## src/rtl/seq_det_param.sv

```systemverilog
// -----------------------------------------------------------------------------
// seq_det_param
//   Parameterised serial bit-pattern detector on a 1-bit control-path stream.
//   It keeps the last LEN-1 accepted bits and compares them, together with the
//   current input bit, against PATTERN. The pattern, its length, overlap mode
//   and output style (Mealy or Moore) are all parameters. The block also has a
//   qualifying enable, a synchronous clear and a saturating match counter.
//
// Parameters
//   LEN      pattern length in bits (2..32)
//   PATTERN  target pattern; PATTERN[LEN-1] is compared to the oldest bit
//   OVERLAP  0 = history restarts after a match, 1 = overlapping matches
//   MOORE    0 = z is combinational (same cycle as the last bit),
//            1 = z is registered (the cycle after the last bit)
//   CNT_W    width of match_cnt
//
// Ports
//   clk        in   rising-edge clock
//   rst        in   asynchronous reset, active low
//   en         in   x is sampled only when en=1
//   clr        in   synchronous clear of history, counter and Moore z
//   x          in   serial input bit
//   z          out  match pulse
//   match_cnt  out  matches since reset/clr, saturating at all-ones
// -----------------------------------------------------------------------------
module seq_det_param #(
   parameter int unsigned          LEN     = 4,
   parameter logic [LEN-1:0]       PATTERN = 4'b1010,
   parameter bit                   OVERLAP = 1'b0,
   parameter bit                   MOORE   = 1'b0,
   parameter int unsigned          CNT_W   = 8
) (
   input  logic             clk,
   input  logic             rst,
   input  logic             en,
   input  logic             clr,
   input  logic             x,
   output logic             z,
   output logic [CNT_W-1:0] match_cnt
);

   // fill counts 0..LEN-1, so $clog2(LEN) bits are always enough.
   localparam int unsigned FW = (LEN > 2) ? $clog2(LEN) : 1;

   logic [LEN-2:0] hist;     // newest accepted bit in bit 0
   logic [FW-1:0]  fill;     // number of valid bits in hist
   logic [LEN-1:0] window;   // candidate pattern: history plus current bit
   logic           full;
   logic           match;

   assign window = {hist, x};
   assign full   = (fill == FW'(LEN-1));

   // A match needs LEN accepted bits since reset/clr (or since the previous
   // match in non-overlapping mode); clr suppresses a completing pattern.
   assign match  = en & ~clr & full & (window == PATTERN);

   // History and fill only advance on accepted bits, so en=0 gaps are
   // transparent to a partially received pattern.
   always_ff @(posedge clk or negedge rst) begin
      if (!rst) begin
         hist <= '0;
         fill <= '0;
      end else if (clr) begin
         hist <= '0;
         fill <= '0;
      end else if (en) begin
         hist <= window[LEN-2:0];
         if (match && !OVERLAP) begin
            fill <= '0;
         end else if (!full) begin
            fill <= fill + 1'b1;
         end
      end
   end

   // Saturating counter: holds at all-ones instead of wrapping.
   always_ff @(posedge clk or negedge rst) begin
      if (!rst) begin
         match_cnt <= '0;
      end else if (clr) begin
         match_cnt <= '0;
      end else if (match && (match_cnt != '1)) begin
         match_cnt <= match_cnt + 1'b1;
      end
   end

   generate
      if (MOORE) begin : g_moore
         logic z_q;
         // match is already 0 under clr or en=0, so z_q drops on those edges.
         always_ff @(posedge clk or negedge rst) begin
            if (!rst) begin
               z_q <= 1'b0;
            end else begin
               z_q <= match;
            end
         end
         assign z = z_q;
      end else begin : g_mealy
         // hist/fill are cleared asynchronously, so z is 0 while rst=0.
         assign z = match;
      end
   endgenerate

endmodule
```

## config.mk

```make
export PLATFORM = sky130hd
export DESIGN_NAME = seq_det_param
export DESIGN_NICKNAME = d
export VERILOG_FILES = /design/src/rtl/seq_det_param.sv
export SDC_FILE = /design/constraint.sdc
export NUM_CORES = 1
export LEC_CHECK = 0
export ABC_CLOCK_PERIOD_IN_PS = 2400
export CAP_MARGIN = 20
export CORE_MARGIN = 4
export CORE_UTILIZATION = 49
export CTS_BUF_LIST = sky130_fd_sc_hd__clkbuf_4 sky130_fd_sc_hd__clkbuf_8 sky130_fd_sc_hd__clkbuf_16
export DETAILED_ROUTE_END_ITERATION = 8
export GPL_ROUTABILITY_DRIVEN = 1
export PLACE_DENSITY = 0.76
export SYNTH_ARGS = -nofsm -noshare
export SYNTH_HDL_FRONTEND = slang
export SYNTH_SLANG_ARGS = --single-unit
```

## constraint.sdc

```tcl
create_clock -name clk -period 2.4 [get_ports clk]
set_clock_uncertainty 0.15 [all_clocks]
set_input_delay 0.6 -clock clk [delete_from_list [all_inputs] [get_ports clk]]
set_output_delay 0.6 -clock clk [all_outputs]
set_load 0.005 [all_outputs]
```

==> impl_metrics.tcl, run 1 <==
set metrics [dict create \
    synth-seq-area-share_pct 45.6 \
    cts_tree "done" \
    die_height_um 46.2 \
    port_buffers 13 \
    arrival_ns 1.55 \
    start_util_pct 53.5 \
    place_hpwl_mm 1.05 \
    average_vias_per_placed_instance 5.79 \
    wl_cell_um 14.5 \
    pwr_per_cell_area_nw_per_um2 445 \
    cts.reportedPaths.clkPinSlew_ns 0.08 \
    crit_chain "dlygate4sd2_1 > nand3b_1 > or2_4 > inv_2 > clkdlybuf4s15_2" \
    synthesis.area_per_instance_sq_um 10.5 \
    slew_viols_final 0 \
    setup_violations 0 \
    startpoint_to_endpoint_class_of_the_critical_path "primary input to primary output" \
    timing.critical_path.depth 5 \
    flow.area_growth_from_synthesis_pct 28.2 \
    register_bit_count_reported_by_yosys 13 \
    run_status "completed" \
    root_cell_of_the_clock_tree "clkbuf_4" \
    floorplan.die.width_um 46.2 \
    drt_iter0_markers 11 \
    grt_setup_unrepaired "false" \
    via_count_of_the_first_global_routing_pass 577 \
    post_cts_buffers 0 \
    startpoint "clr" \
    route.final.wire_length_mm 1.49 \
    syn-num-nets 75 \
    post-synth-top-area-cell "dfrtp_1" \
    yosys-top-cells-count "dfrtp_1 (13), nor2_1 (8)" \
    post-layout-total-power_mw 0.407 \
    r2r_start "fill[0]" \
    layout-drive-gt1-share_pct 19.3 \
    n_fill_cell 107 \
    drv_cap 0 \
    worst_pin_slew_ns 0.593 \
    fmaxAchievable_ghz 0.434 \
    r2r.worst_path.cells 6 \
    endpoint_of_the_most_critical_register_to_register_path "match_cnt[5]" \
    required_arrival_time_at_the_worst_endpoint_ns 1.65 \
    synth_top_area_share_pct 45.6 \
    min_from "fill[1]" \
    ys_async_sr_fraction_pct 100 \
    timing.critical_path.fanout_max 3 \
    coreArea_sq_um 1330 \
    area_of_combinational_cells_with_multiple_inputs_sq_um 353 \
    synth_enable_flop_cells 0 \
    min_delay_worst_endpoint "fill[1]" \
    cts_hold_buf 0 \
    tritoncts_num_sinks 13 \
    static_leakage_nw 0.391 \
    drt_drc_violations_left 0 \
    register_area_sq_um 325 \
    ratio_of_final_minimum_period_to_clock_period_pct 96.0 \
    htree_levels 1 \
    global_route_wire_length_before_repair_mm 2.67 \
    largest_cells_by_area_after_synthesis "dfrtp_1 (46%), mux2i_1 (5.6%), nor2_1 (4.2%), o31ai_1 (4.2%), nand4bb_4 (3.9%)" \
    reg2reg_slack_ns 0.38 \
    pre_cts_ws_ns -0.432 \
    syn_area_sq_um 713 \
    antenna_left 0 \
    drt_pre_antenna_iters 5 \
    critical_path.endpoint_type "primary output" \
    ys_types 28 \
    worst_path_max_delay_cell "or2_4" \
    min_period_ns 2.30 \
    fin_worst_hold_slack_ns 0.406 \
    die_area_sq_um 2130 \
    routed-via-count 596 \
    ctsLongestPathBuffers 2 \
    antenna_cells_inserted 0 \
    numCtsBuffers 3 \
    placementRows 13 \
    report.final.hold_viol_count 0 \
    post_layout_nonfiller_instances 103 \
    fin_util_pct 68.6 \
    grt_start_max_net_pins 15 \
    timing.hold.worst.class "flop to flop" \
    hold-path-cell-count 2 \
    post-route-worst-setup-slack_ns 0.0965 \
    antenna_found_initial 0 \
    ir_drop_uv 309 \
    worst_skew_pair.late_latency_ns 0.27 \
    gr-total-overflow 0 \
    relSlewSlack_pct 60.3 \
    postSynthCellCount 68 \
    number_of_buffers_and_inverters_on_the_critical_path 3 \
    i_o_pin_cnt 14 \
    yosys.cell_count.top_type "dfrtp_1" \
    grtUsageTotal_pct 17.8 \
    cpLargestDelayFamily "buffers and inverters" \
    place_congestion 0.762 \
    yosysWarningCount 0 \
    timing.critical_path.from_type "primary input" \
    post-place-cells 99 \
    synth_ff_type "dfrtp_1" \
    finalNetCount 96 \
    critical_path.max_stage_delay_ns 0.28 \
]
[layout make-up]
cell class,count,share of cell area [%]
inverters,4,1.64
repair buffers,19,18.9
flip-flops and latches,13,35.6
well taps,15,2.05
clock buffers,4,3.28
multi-input cells,48,38.6
[cell families after synthesis]
logic type / count (synthesis) / share of synthesized area [%]
compound gates: 15 / 14.4
fa+ha+maj: 2 / 3.51
buf+inv: 7 / 5.26
flops: 13 / 45.6
mux: 5 / 7.19
simple gates: 26 / 24.0
[power breakdown]
group / internal, mW / total, mW / switching, mW
logic: 0.0155 / 0.0322 / 0.0167
registers: 0.223 / 0.227 / 0.00370
clock network: 0.0756 / 0.148 / 0.0722
[sequential cells by signal, indices dropped and copies added (netlist names)]
register / cells
match_cnt: 8
hist: 3
fill: 2
[routing by layer]
| layer | global-route usage, % | vias up | wire length, um |
|---|---|---|---|
| met2 | 27.2 | 21 | 693 |
| met1 | 23.7 | 280 | 700 |
| li1 | - | 293 | - |
| met4 | 8.52 | 0 | 19 |
| met3 | 3.91 | 2 | 75 |
| met5 | 0 | - | 0 |
[timing repair]
action | in CTS | in global routing
hold endpoints to repair | 0 | 0
gates resized for setup | 8 | 0
endpoints found under the setup margin | 1 | 0
[per-stage QoR]
step	setup TNS (ns)	instance area, sq um
floorplan	0	713
global placement	-0.690	885
detailed placement	-0.770	885
CTS	0	915
global route	0	915
finish	0	915
[cells in the final DEF, fill, tap and decap left out, drive strengths merged, types with 3 or more instances in the layout]
| master | synthesis | routed |
|---|---|---|
| dfrtp | 13 | 13 |
| clkdlybuf4s50 | 0 | 9 |
| nor2 | 8 | 8 |
| buf | 2 | 6 |
| a21oi | 4 | 4 |
| o31ai | 4 | 4 |
| mux2i | 4 | 4 |
| clkbuf | 1 | 4 |
| inv | 4 | 4 |
| nand3 | 3 | 3 |
| dlygate4sd2 | 0 | 3 |
[tightest hold or removal path, cell delays in order (launching register included)]
cell	delay [ns]
dfrtp_1	0.36
mux2i_1	0.08
nor2_1	0.08
[how the worst max path moves through the flow]
stage	slack [ns]	to
final	0.1	z
after global routing	0.03	z
after CTS	0.1	z
after detailed placement	-0.43	z
after global placement	-0.41	z
after floorplan	0.34	match_cnt[5]
Note: power is estimated with default switching activity, not from simulation.
==> run 2, diff against run 1 <==
HOLD_SLACK_MARGIN = 0.15   (was unset)
==> results of run 2 <==
Same layout as run 1: the final DEF is identical, and so are final timing and power.
